<file path="src/rtl/segre_decode_queue.sv">
// segre_decode_queue: DEPTH-entry instruction queue feeding an RV32I decoder
// with a registered output bundle behind a valid/ready handshake.
module segre_decode_queue #(
    parameter int unsigned WORD_SIZE        = 32,
    parameter int unsigned REG_SIZE         = 5,
    parameter int unsigned DEPTH            = 4,
    parameter bit          STALL_ON_ILLEGAL = 1'b1,
    parameter bit          SUPPRESS_X0_WE   = 1'b1
) (
    input  logic                 clk_i,
    input  logic                 rst_i,
    input  logic                 flush_i,
    input  logic                 fetch_valid_i,
    output logic                 fetch_ready_o,
    input  logic [WORD_SIZE-1:0] fetch_instr_i,
    input  logic [WORD_SIZE-1:0] fetch_pc_i,
    output logic                 dec_valid_o,
    input  logic                 dec_ready_i,
    output logic [WORD_SIZE-1:0] dec_pc_o,
    output logic [WORD_SIZE-1:0] dec_instr_o,
    output logic [REG_SIZE-1:0]  dec_rs1_o,
    output logic [REG_SIZE-1:0]  dec_rs2_o,
    output logic [REG_SIZE-1:0]  dec_rd_o,
    output logic [WORD_SIZE-1:0] dec_imm_o,
    output logic                 dec_rf_we_o,
    output logic                 dec_mem_rd_o,
    output logic                 dec_mem_wr_o,
    output logic [1:0]           dec_mem_size_o,
    output logic                 dec_mem_sext_o,
    output logic                 dec_illegal_o
);

    localparam int unsigned PTR_W = $clog2(DEPTH);
    localparam int unsigned CNT_W = PTR_W + 1;

    typedef enum logic [6:0] {
        OPC_LUI    = 7'b0110111,
        OPC_AUIPC  = 7'b0010111,
        OPC_JAL    = 7'b1101111,
        OPC_JALR   = 7'b1100111,
        OPC_BRANCH = 7'b1100011,
        OPC_LOAD   = 7'b0000011,
        OPC_STORE  = 7'b0100011,
        OPC_OP_IMM = 7'b0010011,
        OPC_OP     = 7'b0110011
    } opcode_e;

    typedef struct packed {
        logic                 valid;
        logic [WORD_SIZE-1:0] pc;
        logic [WORD_SIZE-1:0] instr;
        logic [REG_SIZE-1:0]  rs1;
        logic [REG_SIZE-1:0]  rs2;
        logic [REG_SIZE-1:0]  rd;
        logic [WORD_SIZE-1:0] imm;
        logic                 rf_we;
        logic                 mem_rd;
        logic                 mem_wr;
        logic [1:0]           mem_size;
        logic                 mem_sext;
        logic                 illegal;
    } dec_t;

    logic [WORD_SIZE-1:0] instr_mem_q [DEPTH];
    logic [WORD_SIZE-1:0] instr_mem_d [DEPTH];
    logic [WORD_SIZE-1:0] pc_mem_q    [DEPTH];
    logic [WORD_SIZE-1:0] pc_mem_d    [DEPTH];
    logic [PTR_W-1:0]     wr_ptr_q, wr_ptr_d;
    logic [PTR_W-1:0]     rd_ptr_q, rd_ptr_d;
    logic [CNT_W-1:0]     count_q, count_d;
    logic                 fetch_ready_q, fetch_ready_d;
    logic                 halt_q, halt_d;
    dec_t                 dec_q, dec_d;

    logic                 push;
    logic                 pop;
    logic [WORD_SIZE-1:0] head_instr;
    logic [6:0]           funct7;
    logic [2:0]           funct3;
    logic [31:0]          imm32;
    logic                 rf_we;
    logic                 mem_rd;
    logic                 mem_wr;
    logic [1:0]           mem_size;
    logic                 mem_sext;
    logic                 illegal;

    assign head_instr = instr_mem_q[rd_ptr_q];
    assign funct7     = head_instr[31:25];
    assign funct3     = head_instr[14:12];

    // Combinational decode of the queue head: immediate format, enables, legality
    always_comb begin
        imm32    = '0;
        rf_we    = 1'b0;
        mem_rd   = 1'b0;
        mem_wr   = 1'b0;
        mem_size = '0;
        mem_sext = 1'b0;
        illegal  = 1'b0;
        case (head_instr[6:0])
            OPC_LUI, OPC_AUIPC: begin
                imm32 = {head_instr[31:12], 12'b0};
                rf_we = 1'b1;
            end
            OPC_JAL: begin
                imm32 = {{12{head_instr[31]}}, head_instr[19:12], head_instr[20],
                         head_instr[30:21], 1'b0};
                rf_we = 1'b1;
            end
            OPC_JALR: begin
                imm32   = {{20{head_instr[31]}}, head_instr[31:20]};
                rf_we   = 1'b1;
                illegal = (funct3 != 3'd0);
            end
            OPC_BRANCH: begin
                imm32   = {{20{head_instr[31]}}, head_instr[7], head_instr[30:25],
                           head_instr[11:8], 1'b0};
                illegal = (funct3 == 3'd2) || (funct3 == 3'd3);
            end
            OPC_LOAD: begin
                imm32    = {{20{head_instr[31]}}, head_instr[31:20]};
                rf_we    = 1'b1;
                mem_rd   = 1'b1;
                mem_size = funct3[1:0];
                mem_sext = ~funct3[2];
                illegal  = (funct3 == 3'd3) || (funct3 == 3'd6) || (funct3 == 3'd7);
            end
            OPC_STORE: begin
                imm32    = {{20{head_instr[31]}}, head_instr[31:25], head_instr[11:7]};
                mem_wr   = 1'b1;
                mem_size = funct3[1:0];
                illegal  = (funct3 > 3'd2);
            end
            OPC_OP_IMM: begin
                imm32   = {{20{head_instr[31]}}, head_instr[31:20]};
                rf_we   = 1'b1;
                illegal = ((funct3 == 3'd1) && (funct7 != 7'h00)) ||
                          ((funct3 == 3'd5) && (funct7 != 7'h00) && (funct7 != 7'h20));
            end
            OPC_OP: begin
                rf_we   = 1'b1;
                illegal = !((funct7 == 7'h00) ||
                            ((funct7 == 7'h20) && ((funct3 == 3'd0) || (funct3 == 3'd5))));
            end
            default: illegal = 1'b1;
        endcase
        if (head_instr[1:0] != 2'b11) begin
            illegal = 1'b1;
        end
        if (illegal) begin
            imm32  = '0;
            rf_we  = 1'b0;
            mem_rd = 1'b0;
            mem_wr = 1'b0;
        end
        if (SUPPRESS_X0_WE && (head_instr[11:7] == 5'd0)) begin
            rf_we = 1'b0;
        end
    end

    // Queue bookkeeping: push/pop, pointers, count, registered ready and halt
    always_comb begin
        push          = fetch_valid_i && fetch_ready_q;
        pop           = (count_q != '0) && !halt_q && (!dec_q.valid || dec_ready_i);
        instr_mem_d   = instr_mem_q;
        pc_mem_d      = pc_mem_q;
        wr_ptr_d      = wr_ptr_q;
        rd_ptr_d      = rd_ptr_q;
        count_d       = count_q;
        halt_d        = halt_q;
        if (flush_i) begin
            wr_ptr_d = '0;
            rd_ptr_d = '0;
            count_d  = '0;
            halt_d   = 1'b0;
        end else begin
            if (push) begin
                instr_mem_d[wr_ptr_q] = fetch_instr_i;
                pc_mem_d[wr_ptr_q]    = fetch_pc_i;
                wr_ptr_d              = wr_ptr_q + PTR_W'(1);
            end
            if (pop) begin
                rd_ptr_d = rd_ptr_q + PTR_W'(1);
                if (STALL_ON_ILLEGAL && illegal) begin
                    halt_d = 1'b1;
                end
            end
            count_d = count_q + CNT_W'(push) - CNT_W'(pop);
        end
        fetch_ready_d = (count_d < CNT_W'(DEPTH));
    end

    // Output stage: load on pop, drop on consume, clear on flush
    always_comb begin
        dec_d = dec_q;
        if (flush_i) begin
            dec_d.valid = 1'b0;
        end else if (pop) begin
            dec_d.valid    = 1'b1;
            dec_d.pc       = pc_mem_q[rd_ptr_q];
            dec_d.instr    = head_instr;
            dec_d.rs1      = REG_SIZE'(head_instr[19:15]);
            dec_d.rs2      = REG_SIZE'(head_instr[24:20]);
            dec_d.rd       = REG_SIZE'(head_instr[11:7]);
            dec_d.imm      = WORD_SIZE'($signed(imm32));
            dec_d.rf_we    = rf_we;
            dec_d.mem_rd   = mem_rd;
            dec_d.mem_wr   = mem_wr;
            dec_d.mem_size = mem_size;
            dec_d.mem_sext = mem_sext;
            dec_d.illegal  = illegal;
        end else if (dec_q.valid && dec_ready_i) begin
            dec_d.valid = 1'b0;
        end
    end

    // State registers with synchronous reset
    always_ff @(posedge clk_i) begin
        if (rst_i) begin
            instr_mem_q   <= '{default: '0};
            pc_mem_q      <= '{default: '0};
            wr_ptr_q      <= '0;
            rd_ptr_q      <= '0;
            count_q       <= '0;
            fetch_ready_q <= 1'b1;
            halt_q        <= 1'b0;
            dec_q         <= '0;
        end else begin
            instr_mem_q   <= instr_mem_d;
            pc_mem_q      <= pc_mem_d;
            wr_ptr_q      <= wr_ptr_d;
            rd_ptr_q      <= rd_ptr_d;
            count_q       <= count_d;
            fetch_ready_q <= fetch_ready_d;
            halt_q        <= halt_d;
            dec_q         <= dec_d;
        end
    end

    assign fetch_ready_o  = fetch_ready_q;
    assign dec_valid_o    = dec_q.valid;
    assign dec_pc_o       = dec_q.pc;
    assign dec_instr_o    = dec_q.instr;
    assign dec_rs1_o      = dec_q.rs1;
    assign dec_rs2_o      = dec_q.rs2;
    assign dec_rd_o       = dec_q.rd;
    assign dec_imm_o      = dec_q.imm;
    assign dec_rf_we_o    = dec_q.rf_we;
    assign dec_mem_rd_o   = dec_q.mem_rd;
    assign dec_mem_wr_o   = dec_q.mem_wr;
    assign dec_mem_size_o = dec_q.mem_size;
    assign dec_mem_sext_o = dec_q.mem_sext;
    assign dec_illegal_o  = dec_q.illegal;

endmodule

</file>
<file path="config.mk">
export PLATFORM = sky130hd
export DESIGN_NAME = segre_decode_queue
export DESIGN_NICKNAME = d
export VERILOG_FILES = /design/src/rtl/segre_decode_queue.sv
export SDC_FILE = /design/constraint.sdc
export NUM_CORES = 1
export LEC_CHECK = 0
export BUFFER_PORTS_ARGS = -buffer_cell sky130_fd_sc_hd__buf_2
export CORE_MARGIN = 2
export CORE_UTILIZATION = 58
export CTS_CLUSTER_SIZE = 40
export DETAILED_ROUTE_END_ITERATION = 16
export PLACE_DENSITY = 0.76
export SLEW_MARGIN = 5
export SYNTH_ARGS = -nofsm -noshare
export SYNTH_HDL_FRONTEND = slang
export SYNTH_SLANG_ARGS = --single-unit
</file>
<file path="constraint.sdc">
create_clock -name clk_i -period 3.3 [get_ports clk_i]
set_clock_uncertainty 0.2 [all_clocks]
set_input_delay 0.66 -clock clk_i [delete_from_list [all_inputs] [get_ports clk_i]]
set_output_delay 0.66 -clock clk_i [all_outputs]
set_load 0.02 [all_outputs]
</file>
==> results.py <==
metrics = {
    "logic_synthesis": {
        "syn-num-nets": 1838,
        "ys_types": 49,
        "ys.flop_type": "dfxtp_1",
        "synth-seq-cells": 369,
        "synthArstFlopShare": 0,
        "synth_area_per_cell_um2": 8.51,
        "yosysWarnings": 0,
        "synth_enable_flop_cells": 0,
        "synth_top_area_frac": 0.493,
        "syn_inst": 1762,
        "yosysSeqAreaShare": 0.493,
        "syn_area_mm2": 0.0150,
        "netlist.top_cell.by_area": "dfxtp_1",
        "synth_area_leaders": "dfxtp_1 (49%), nand2_1 (17%), a21oi_1 (11%)",
    },
    "critical_path": {
        "r2r_slack_ns": 0.23,
        "rr_worst_depth": 7,
        "cp.required_ns": 3.49,
        "worstReg2RegStart": "rd_ptr_q[0]$_SDFFE_PP0P_",
        "critPathMaxFanout": 35,
        "critPathCapture": "dec_mem_rd_o$_SDFFE_PP0P_",
        "startpoint_type": "flip-flop",
        "startpoint": "rd_ptr_q[0]$_SDFFE_PP0P_",
        "arrival_ns": 3.25,
        "critPathKind": "flip-flop to flip-flop",
        "regToRegEndpoint": "dec_mem_rd_o$_SDFFE_PP0P_",
        "crit_path_end_kind": "flip-flop",
    },
    "global_route": {
        "grt_max_degree": 114,
        "grt_pass1_wl_um": 64000,
        "antenna_found_initial": 8,
        "gr-total-overflow": 0,
        "gr-usage-all-layers": 0.296,
        "grt_pass1_vias": 12500,
    },
    "clocking": {
        "root_buffer": "clkbuf_16",
        "cts_setup_buffers": 0,
        "cts-resized-gates": 0,
        "clock-sinks": 369,
        "htreeDepth": 2,
        "clock_tree.buffer_depth": 3,
        "cts_buffers": 38,
        "cts.clk_slew.worst_paths_ns": 0.06,
        "cts_tree": "built",
        "insertion_delay_ns": 0.53,
        "cts_hold_buf": 0,
    },
    "power": {
        "pwr-share-comb": 0.181,
        "pwr-share-seq": 0.429,
        "clkPwrFrac": 0.390,
        "ir_worst_vdd_mv": 0.558,
        "intPower_mw": 7.91,
        "power_leakage_nw": 6.23,
        "switching_share": 0.290,
        "powerDensity_mw_per_mm2": 639,
        "switchingPower_mw": 3.23,
    },
    "timing": {
        "drv_slew": 0,
        "holdWs_ns": 0.170,
        "worstMarginPinSlew_ns": 0.834,
        "max_freq_mhz": 326,
        "max_slew_margin": 0.444,
        "hold_viol": 0,
        "finalSetupTns_ns": 0,
        "setup_violations": 0,
        "rsz0062_at_grt": "no",
        "period_needed_ns": 3.07,
        "finalCritPeriodShare": 0.929,
    },
    "worst_hold_path": {
        "hp-class": "input port to flip-flop",
        "holdPathStages": 2,
        "min_from": "rst_i",
    },
    "detailed_routing": {
        "vias": 13000,
        "drc": 0,
        "firstDrtPassIters": 5,
        "viasPerCell": 5.81,
        "ant_nets": 0,
        "wl_per_cell_um": 18.2,
        "wl_um": 40800,
        "drtIter0Drc": 1416,
    },
    "finish": {
        "final_common_cell": "nand2_1",
        "syn_to_final_growth_pct": 16.3,
        "nets": 1959,
        "drive_above_1_share": 0.212,
        "stdcell_count": 2243,
        "final_cell_mix": "nand2_1 (690), dfxtp_1 (367), a21oi_1 (343), buf_2 (187), mux4_2 (64)",
    },
    "floorplanning": {
        "fp.dieH_um": 165,
        "rows": 58,
        "die_width_um": 165,
        "dieArea_mm2": 0.0272,
        "initial_utilization": 0.594,
        "fp.coreArea_mm2": 0.0253,
        "ios": 189,
    },
    "placed_design": {
        "port_buffers": 188,
        "dp.final_hpwl_um": 25800,
        "dp_cells": 2173,
        "gp_congestion": 0.889,
    },
    "outcome": {
        "outcome": "finished clean",
    },
    "job": {
        "drv_cap": 0,
    },
}
power by group through the flow:
stage / logic (mW) / registers [mW] / clock network, mW
final: 2.02 / 4.78 / 4.34
after global routing: 2.18 / 4.81 / 4.55
after CTS: 2.01 / 4.78 / 4.37
after detailed placement: 2.00 / 4.88 / 0
after global placement: 1.96 / 4.87 / 0
after floorplan: 1.33 / 4.88 / 0
per-stage QoR:
stage	util	setup WS [ns]	cell area, um2	power (mW)
floorplan	-	0.501	15000	6.21
global placement	0.640	0.311	16200	6.84
detailed placement	0.640	0.285	16200	6.88
CTS	0.690	0.251	17400	11.2
global route	0.690	0.0682	17400	11.5
finish	0.690	0.234	17400	11.1
cell type report:
class                      count  area [um2]
sequential                   369        7390
clock buffer                  57        1150
tap                          330         413
fill                        2017        7820
timing repair buffer         229        1370
inverter                       8        30.0
antenna                        3        7.51
clock inverter                10         123
multi-input combinational   1237        6950
routing by layer:
layer	wire length, um	part of all wire	global-route usage
met5	68	0.0017	0
met4	830	0.020	0.0874
met3	3680	0.090	0.0628
met2	19500	0.48	0.490
met1	16700	0.41	0.392
sequential cells by signal, indices dropped and copies added (netlist names):
name / cells
dec_mem_rd_o: 1
wr_ptr_q: 2
dec_imm_o: 32
dec_instr_o: 32
count_q: 3
fetch_ready_o: 1
dec_mem_sext_o: 1
instr_mem_q: 128
dec_mem_wr_o: 1
dec_illegal_o: 1
dec_mem_size_o: 2
dec_rf_we_o: 1
pc_mem_q: 128
dec_pc_o: 32
rd_ptr_q: 2
dec_valid_o: 1
halt_q: 1
kinds of logic (layout without fill, tap and decap cells):
logic type / Yosys count / count (layout) / share of synthesized area
AOI/OAI and AO/OA: 404 / 404 / 0.157
and+or+nand+nor: 756 / 756 / 0.199
xor gates and xnor gates: 6 / 6 / 0.00350
adders and majority gates: 7 / 7 / 0.00634
other: 0 / 3 / 0
buffers and inverters: 156 / 304 / 0.0462
DFF: 369 / 369 / 0.493
muxes: 64 / 64 / 0.0961
worst min-delay path by stage:
stage                                               to  slack (ns)
final                        dec_pc_o[28]$_SDFFE_PP0P_        0.17
after global routing         dec_pc_o[28]$_SDFFE_PP0P_        0.16
after CTS                    dec_pc_o[28]$_SDFFE_PP0P_        0.15
after detailed placement     dec_mem_wr_o$_SDFFE_PP0P_        0.24
after global placement       dec_imm_o[0]$_SDFFE_PP0P_        0.23
after floorplan           instr_mem_q[32]$_SDFFE_PP0P_        0.23
cell usage after synthesis, types with 4 or more instances:
| master | count |
|---|---|
| a21oi_1 | 343 |
| a22oi_1 | 7 |
| and2_1 | 9 |
| buf_1 | 15 |
| buf_2 | 11 |
| buf_4 | 15 |
| buf_6 | 5 |
| clkbuf_1 | 102 |
| dfxtp_1 | 369 |
| ha_1 | 6 |
| inv_1 | 8 |
| mux4_2 | 64 |
| nand2_1 | 695 |
| nand2b_1 | 4 |
| nor2_1 | 19 |
| nor3_1 | 6 |
| nor3b_1 | 4 |
| o21ai_0 | 5 |
| o31ai_1 | 5 |
| o31ai_2 | 30 |
| xnor2_1 | 4 |
worst max-delay path: stages, from the launching register on:
cell and delay, ns:
dfxtp_4 0.51, mux4_2 0.68, or4_1 0.61, nor4_1 0.33
a2bb2oi_2 0.13, nand4_4 0.10, buf_12 0.25, o31ai_1 0.11
Power figures use the tool's default switching activity.
